--- config.mk ---
export PLATFORM = sky130hd
export DESIGN_NAME = fft_frame_sequencer
export DESIGN_NICKNAME = d
export VERILOG_FILES = /design/src/rtl/fft_pkg.sv /design/src/rtl/fft_frame_sequencer.sv
export SDC_FILE = /design/constraint.sdc
export NUM_CORES = 1
export LEC_CHECK = 0
export BUFFER_PORTS_ARGS = -buffer_cell sky130_fd_sc_hd__buf_2
export CORE_UTILIZATION = 44
export CTS_CLUSTER_SIZE = 30
export DETAILED_ROUTE_END_ITERATION = 8
export PLACE_DENSITY = 0.78
export RECOVER_POWER = 100
export SYNTH_ARGS = -nofsm -noshare
export SYNTH_HDL_FRONTEND = slang
export SYNTH_SLANG_ARGS = --single-unit
export TNS_END_PERCENT = 10
--- constraint.sdc ---
create_clock -name clk -period 2.2 [get_ports clk]
set_input_delay 0.44 -clock clk [delete_from_list [all_inputs] [get_ports clk]]
set_output_delay 0.44 -clock clk [all_outputs]
set_load 0.02 [all_outputs]
--- src/rtl/fft_pkg.sv ---
// rtl/fft_pkg.sv - shared state type and timing constants for the fft frame sequencer
package fft_pkg;

  typedef enum logic [2:0] {
    ST_RST,
    ST_LOAD,
    ST_FLUSH,
    ST_START,
    ST_RUN
  } seq_state_e;

  // Extra cycles the watchdog tolerates beyond the nominal compute time.
  localparam int WD_MARGIN = 8;

  function automatic int fft_run_cycles(input int n_2);
    return n_2 * (1 << (n_2 - 1));
  endfunction

endpackage

--- src/rtl/fft_frame_sequencer.sv ---
// rtl/fft_frame_sequencer.sv - feeds samples into fft, starts it, and streams its results back out
module fft_frame_sequencer
  import fft_pkg::*;
#(
  parameter int width = 16,
  parameter int N_2   = 5,
  localparam int IN_W = width - N_2
) (
  input  logic               clk,
  input  logic               reset,
  input  logic               s_valid,
  input  logic [IN_W-1:0]    s_data,
  output logic               s_ready,
  output logic               fft_reset,
  output logic               fft_load,
  output logic [width-1:0]   fft_rd,
  output logic               fft_start,
  input  logic               fft_done,
  input  logic [2*width-1:0] fft_wd,
  output logic               res_valid,
  output logic [2*width-1:0] res_data,
  output logic [N_2-1:0]     res_idx,
  output logic               res_last,
  output logic               err_timeout
);

  localparam int WD_LIMIT = fft_run_cycles(N_2) + WD_MARGIN;
  localparam int WD_W     = $clog2(WD_LIMIT + 1);
  localparam logic [N_2-1:0] LAST_IDX = {N_2{1'b1}};

  seq_state_e        state_q;
  logic [N_2-1:0]    smp_cnt_q;
  logic [N_2-1:0]    res_idx_q;
  logic [WD_W-1:0]   wd_cnt_q;
  logic              fft_load_q;
  logic [width-1:0]  fft_rd_q;
  logic              fft_start_q;
  logic              err_q;

  logic              accept;
  logic [width-1:0]  rd_d;

  assign accept = s_valid && (state_q == ST_LOAD);
  assign rd_d   = {{N_2{s_data[IN_W-1]}}, s_data};

  always_ff @(posedge clk or negedge reset) begin
    if (!reset) begin
      state_q     <= ST_RST;
      smp_cnt_q   <= '0;
      res_idx_q   <= '0;
      wd_cnt_q    <= '0;
      fft_load_q  <= 1'b0;
      fft_rd_q    <= '0;
      fft_start_q <= 1'b0;
      err_q       <= 1'b0;
    end else begin
      fft_load_q  <= 1'b0;
      fft_start_q <= 1'b0;
      unique case (state_q)
        ST_RST: begin
          smp_cnt_q <= '0;
          res_idx_q <= '0;
          wd_cnt_q  <= '0;
          state_q   <= ST_LOAD;
        end
        ST_LOAD: begin
          if (accept) begin
            fft_load_q <= 1'b1;
            fft_rd_q   <= rd_d;
            smp_cnt_q  <= smp_cnt_q + 1'b1;
            if (smp_cnt_q == LAST_IDX) begin
              state_q <= ST_FLUSH;
            end
          end
        end
        ST_FLUSH: begin
          fft_start_q <= 1'b1;
          state_q     <= ST_START;
        end
        ST_START: begin
          wd_cnt_q <= '0;
          state_q  <= ST_RUN;
        end
        ST_RUN: begin
          // Results arrive one per done cycle; the watchdog only counts silent cycles.
          if (fft_done) begin
            wd_cnt_q  <= '0;
            res_idx_q <= res_idx_q + 1'b1;
            if (res_idx_q == LAST_IDX) begin
              state_q <= ST_RST;
            end
          end else if (wd_cnt_q == WD_W'(WD_LIMIT - 1)) begin
            err_q   <= 1'b1;
            state_q <= ST_RST;
          end else begin
            wd_cnt_q <= wd_cnt_q + 1'b1;
          end
        end
        default: state_q <= ST_RST;
      endcase
    end
  end

  assign s_ready     = (state_q == ST_LOAD);
  assign fft_reset   = (state_q == ST_RST);
  assign fft_load    = fft_load_q;
  assign fft_rd      = fft_rd_q;
  assign fft_start   = fft_start_q;
  assign res_valid   = (state_q == ST_RUN) && fft_done;
  assign res_data    = fft_wd;
  assign res_idx     = res_idx_q;
  assign res_last    = res_valid && (res_idx_q == LAST_IDX);
  assign err_timeout = err_q;

endmodule

==> flow_metrics.env, run 1 <==
export IMPL_outcome="complete, but fails checks"
export IMPL_violations="capacitance limit, slew limit"
export IMPL_seq_area_frac_synth_pct=45.8
export IMPL_whs_ns=0.389
export IMPL_clkPwrFrac_pct=28.9
export IMPL_via_count=1224
export IMPL_grt_pass1_vias=1085
export IMPL_power_switching_mw=0.457
export IMPL_drt_iter0_drc=41
export IMPL_slew_headroom_pct=-20.7
export IMPL_cp_required_ns=1.76
export IMPL_pwr_share_comb_pct=20.1
export IMPL_cts_hold_buffers_added=0
export IMPL_avgRoutedWirePerCell_um=13.2
export IMPL_synthTopCellsByArea="dfrtp_1 (46%), buf_4 (15%), mux2_2 (6.7%)"
export IMPL_cts_resized=0
export IMPL_drv_slew=35
export IMPL_drc_errors=0
export IMPL_synth_seq_cells=34
export IMPL_synth_cell_types=38
export IMPL_fin_crit_ns=2.08
export IMPL_finalSetupViolCount=0
export IMPL_worst_pin_slew_ns=1.81
export IMPL_synth_edff_count=0
export IMPL_portBuffers=42
export IMPL_yosysMostFrequentCell="buf_4"
export IMPL_die_y_um=67.0
export IMPL_hold_path_class="input pin to register"
export IMPL_via_per_inst=5.19
export IMPL_drt_pass1_iterations=4
export IMPL_synth_top_cell_area_share_pct=45.8
export IMPL_antenna_found_initial=0
export IMPL_clk_latency_ns=0.28
export IMPL_cts_tree="built"
export IMPL_dp_hpwl_um=2190
export IMPL_slowest_stage="or3_1"
export IMPL_yosysTopAreaCell="dfrtp_1"
export IMPL_syn_nets=227
export IMPL_final_nets=238
export IMPL_slowest_delay_ns=0.51
export IMPL_start_util_pct=46.1
export IMPL_clk_pin_slew_ns=0.07
export IMPL_cts_setup_buffers=0
export IMPL_synthTopCellsByCount="buf_4 (37), dfrtp_1 (34), nand2_1 (17)"
export IMPL_core_um2=4030
export IMPL_grt_max_degree=35
export IMPL_avgSynthCellArea_um2=10.6
export IMPL_pwr_share_seq_pct=51.0
export IMPL_antennaDiodeCount=0
export IMPL_drive_gt1_share_pct=19.9
export IMPL_fmax_mhz=482
export IMPL_die_w_um=67.0
export IMPL_path_class="register to output pin"
export IMPL_yosysWarnings=0
export IMPL_cts_htree_levels=2
export IMPL_critPathCaptureType="output pin"
export IMPL_ctsRootBufferMaster="clkbuf_8"
export IMPL_cts_path_max_buffers=2
export IMPL_crit_path_max_fanout=10
export IMPL_postRouteAntennaNets=0
export IMPL_routed_wl_um=3120
export IMPL_worstPathArrival_ns=1.64
export IMPL_cts_made_buffers=5
export IMPL_nFillCells=410
export IMPL_power_total_mw=1.50
export IMPL_die_area_um2=4480
export IMPL_syn_inst=175
export IMPL_gp_congestion=0.788
export IMPL_setup_tns_ns=0
export IMPL_start_kind="register"
export IMPL_rsz0062_at_grt="no"
export IMPL_cts_num_sinks=34
export IMPL_syn_to_final_growth_pct=1.42
export IMPL_p_sw_share_pct=30.4
export IMPL_fin_crit_sh_pct=94.4
export IMPL_grt_pass1_wl_um=4850
export IMPL_io_pins=107
export IMPL_p_int_mw=1.05
export IMPL_p_leak_nw=0.927
export IMPL_grt_remaining_overflow=0
export IMPL_synthArstFlopShare_pct=100
export IMPL_path_cells="or3_1 > inv_1 > clkbuf_2"
export IMPL_rows=23
export IMPL_skew_ns=0.00871
export IMPL_power_density_nw_per_um2=798
export IMPL_grt_use_total_pct=15.0
export IMPL_hold_viol=0
export IMPL_synthFlopType="dfrtp_1"
export IMPL_final_util_pct=46.7
export IMPL_vdd_ir_drop_max_uv=401
export IMPL_netlist_area_um2=1860
export IMPL_cap_violations=1
==> per-stage QoR <==
step | instance area [um^2] | setup slack [ns] | cells
after floorplan | 1860 | 0.501 | 175
after global placement | 1870 | 0.457 | 229
after detailed placement | 1870 | 0.415 | 229
after CTS | 1940 | 0.102 | 236
after global routing | 1880 | 0.0182 | 236
final | 1880 | 0.124 | 236
==> final cells by class <==
class                   instances  area, um^2  share of cell area (%)
flip-flops and latches         34         851                    45.2
multi-input cells              97         687                    36.5
repair buffers                 46         199                    10.6
clock buffers                   7        76.3                    4.05
well taps                      50        62.6                    3.32
inverters                       2        7.51                   0.399
==> path summary, 6_finish.rpt <==
kind	from	end	slack, ns	cells after the start
max reg2reg	state_q[1]$_DFFE_PN0P_	fft_rd[3]$_DFFE_PN0P_	0.27	3
min	s_data[2]	fft_rd[2]$_DFFE_PN0P_	0.39	2
max in group asynchronous	reset	smp_cnt_q[2]$_DFFE_PN0P_	0.51	1
min reg2reg	err_timeout$_DFFE_PN0P_	err_timeout$_DFFE_PN0P_	0.46	1
min in group asynchronous	reset	wd_cnt_q[4]$_DFFE_PN0P_	0.63	1
max	state_q[0]$_DFFE_PN0P_	fft_reset	0.12	3
==> critical path, delay by kind of cell (launching register included) <==
family | cells | cell delay [ns]
buffers and inverters | 2 | 0.36
DFF | 1 | 0.47
and+or+nand+nor | 1 | 0.51
==> per-layer routing <==
metal	track usage [%]	vias up	wire, um
met4	7.18	0	24
met2	23.2	40	1430
met5	0	-	0
met1	17.5	594	1440
li1	-	586	-
met3	6.51	4	226
==> cell families after synthesis <==
group,share of synthesized area (%)
AND/OR/NAND/NOR,16.2
multiplexers,7.21
AO/OA/AOI/OAI,8.42
buffers and inverters,17.0
adder cells (fa/ha/maj),3.37
XOR/XNOR,1.89
flip-flops,45.8
==> power by group through the flow <==
stage               sequential [mW]  clock, mW  combinational, mW
detailed placement            0.777          0              0.334
finish                        0.767      0.434              0.303
global placement              0.773          0              0.327
floorplan                     0.812          0              0.288
CTS                           0.766      0.453              0.335
global route                  0.780      0.478              0.340
==> flip-flops by register name, summed over array words and instances, names as in the netlist <==
name	count
fft_load	1
fft_start	1
smp_cnt_q	5
wd_cnt_q	7
state_q	3
res_idx	5
err_timeout	1
fft_rd	11
==> layout by cell type, fill, tap and decap left out, drive strengths merged, types with 2 or more instances in the layout <==
cell / n
clkbuf: 38
dfrtp: 34
nand2: 17
buf: 15
mux2: 11
nor2: 7
o21ai: 7
and3: 6
nand3: 5
ha: 5
xor2: 4
nor3b: 3
nor3: 3
a211o: 3
a21o: 3
inv: 2
nand4: 2
nand2b: 2
Power figures use the tool's default switching activity.
==> inputs of run 2 (changes only) <==
--- a/config.mk
+++ b/config.mk
@@ -6,6 +6,7 @@
 export NUM_CORES = 1
 export LEC_CHECK = 0
 export BUFFER_PORTS_ARGS = -buffer_cell sky130_fd_sc_hd__buf_2
+export CORE_ASPECT_RATIO = 0.5
 export CORE_UTILIZATION = 44
 export CTS_CLUSTER_SIZE = 30
 export DETAILED_ROUTE_END_ITERATION = 8
==> run 2 against run 1 <==
  * The run still ends with capacitance limit, slew limit left
  * Sequential share of layout area fell by 1.1 points
  * Clock-buffer cell count fell by 1
  * Sequential power barely moved
  * Setup slack got worse by 0.0021 ns
  * Combinational power rose by 4%
  * Utilization rose by 2.0 points
  * Cell count rose by 0.85%
  * Global-route usage rose by 1.6 points
==> flow_metrics.env, run 2 (same netlist as run 1, synthesis figures left out) <==
export IMPL_outcome="complete, but fails checks"
export IMPL_violations="capacitance limit, slew limit"
export IMPL_via_count=1218
export IMPL_place_area_um2=1860
export IMPL_final_nets=236
export IMPL_fin_crit_ns=2.08
export IMPL_final_cell_area_um2=1930
export IMPL_via_per_inst=5.12
export IMPL_grt_max_degree=35
export IMPL_worstPathArrival_ns=1.64
export IMPL_rows=16
export IMPL_dp_hpwl_um=2490
export IMPL_slew_headroom_pct=-17.4
export IMPL_gp_congestion=0.729
export IMPL_cts_tree="built"
export IMPL_cap_violations=1
export IMPL_power_density_nw_per_um2=864
export IMPL_die_w_um=93.9
export IMPL_start_kind="register"
export IMPL_syn_to_final_growth_pct=4.04
export IMPL_cts_path_max_buffers=2
export IMPL_antenna_found_initial=0
export IMPL_slowest_stage="dfrtp_1"
export IMPL_fin_crit_sh_pct=94.5
export IMPL_cts_made_buffers=5
export IMPL_worst_pin_slew_ns=1.76
export IMPL_cts_setup_buffers=0
export IMPL_drive_gt1_share_pct=21.7
export IMPL_grt_use_total_pct=16.6
export IMPL_final_cell_mix="dfrtp_1 (34), clkbuf_1 (27), nand2_1 (17)"
export IMPL_largest_reg_flops=11
export IMPL_postRouteAntennaNets=0
export IMPL_power_total_mw=1.67
export IMPL_grt_pass1_vias=1160
export IMPL_p_leak_nw=0.950
export IMPL_rrSetupSlack_ns=0.37
export IMPL_setup_ws_ns=0.122
export IMPL_start_util_pct=46.8
export IMPL_skew_ns=0.00728
export IMPL_layout_commonest_cell="dfrtp_1"
export IMPL_avgRoutedWirePerCell_um=14.2
export IMPL_grt_pass1_wl_um=5340
export IMPL_drc_errors=0
export IMPL_portBuffers=42
export IMPL_ctsRootBufferMaster="clkbuf_8"
export IMPL_antennaDiodeCount=0
export IMPL_path_cells="or3_1 > inv_1 > buf_2"
export IMPL_drt_iter0_drc=46
export IMPL_cts_resized=0
export IMPL_clk_latency_ns=0.29
export IMPL_cts_hold_buffers_added=0
export IMPL_grt_remaining_overflow=0
export IMPL_routed_wl_um=3370
export IMPL_dp_slack_ns=0.424
export IMPL_vdd_ir_drop_max_uv=487
export IMPL_core_um2=3960
export IMPL_path_class="register to output pin"
export IMPL_slowest_delay_ns=0.50
export IMPL_crit_path_max_fanout=10
export IMPL_drt_pass1_iterations=4
export IMPL_setup_tns_ns=0
export IMPL_critPathCaptureType="output pin"
export IMPL_cp_required_ns=1.76
export IMPL_io_pins=107
export IMPL_cts_htree_levels=2
export IMPL_cts_num_sinks=34
export IMPL_die_y_um=47.9
export IMPL_hold_path_class="input pin to register"
export IMPL_hold_viol=0
export IMPL_finalSetupViolCount=0
export IMPL_die_area_um2=4500
export IMPL_clk_pin_slew_ns=0.07
export IMPL_drv_slew=35
export IMPL_fmax_mhz=481
export IMPL_rsz0062_at_grt="no"
run 2: cell count changes in the layout (fill, tap and decap cells not counted), sizes merged:
cell / before / now
buf: 15 / 16
bufinv: 0 / 1
clkbuf: 38 / 34
run 2: final timing paths:
check | start | to | cells past startpoint
hold reg to reg | err_timeout$_DFFE_PN0P_ | err_timeout$_DFFE_PN0P_ | 1
setup / recovery | state_q[1]$_DFFE_PN0P_ | fft_reset | 3
min in group asynchronous | reset | fft_rd[0]$_DFFE_PN0P_ | 1
setup reg to reg | state_q[1]$_DFFE_PN0P_ | wd_cnt_q[2]$_DFFE_PN0P_ | 4
max in group asynchronous | reset | res_idx[2]$_DFFE_PN0P_ | 1
hold / removal | s_data[4] | fft_rd[4]$_DFFE_PN0P_ | 2
run 2: area by class of cell:
class,instances,area (um^2)
multi-input combinational,97,702
fill,381,2030
clock inverter,1,30.0
timing repair buffer,44,191
sequential,34,851
inverter,2,7.51
clock buffer,6,82.6
tap,54,67.6
run 2: worst max-delay path: cells and delay by family, from the launching register on:
kind | cells | cell delay [ns]
DFF | 1 | 0.50
and+or+nand+nor | 1 | 0.50
buffers and inverters | 2 | 0.36
run 2: metal layers:
layer  vias up  GRT usage (%)  routed length, um
met2        44           27.7               1570
met4         0           16.6                167
met3        26           5.24                232
met1       560           17.6               1400
li1        588              -                  -
met5         -              0                  0
run 2: report_power, final:
group | switching [mW] | leakage [nW] | internal [mW] | total [mW]
sequential | 0.0617 | 0.433 | 0.708 | 0.770
clock | 0.221 | 0.0573 | 0.362 | 0.583
combinational | 0.190 | 0.460 | 0.125 | 0.316
run 2: stage by stage:
stage	std cells	utilization, %	hold WS (ns)
CTS	238	49.7	0.241
global placement	231	46.8	0.441
finish	238	48.7	0.385
detailed placement	231	46.8	0.442
floorplan	175	-	0.144
global route	238	48.7	0.385
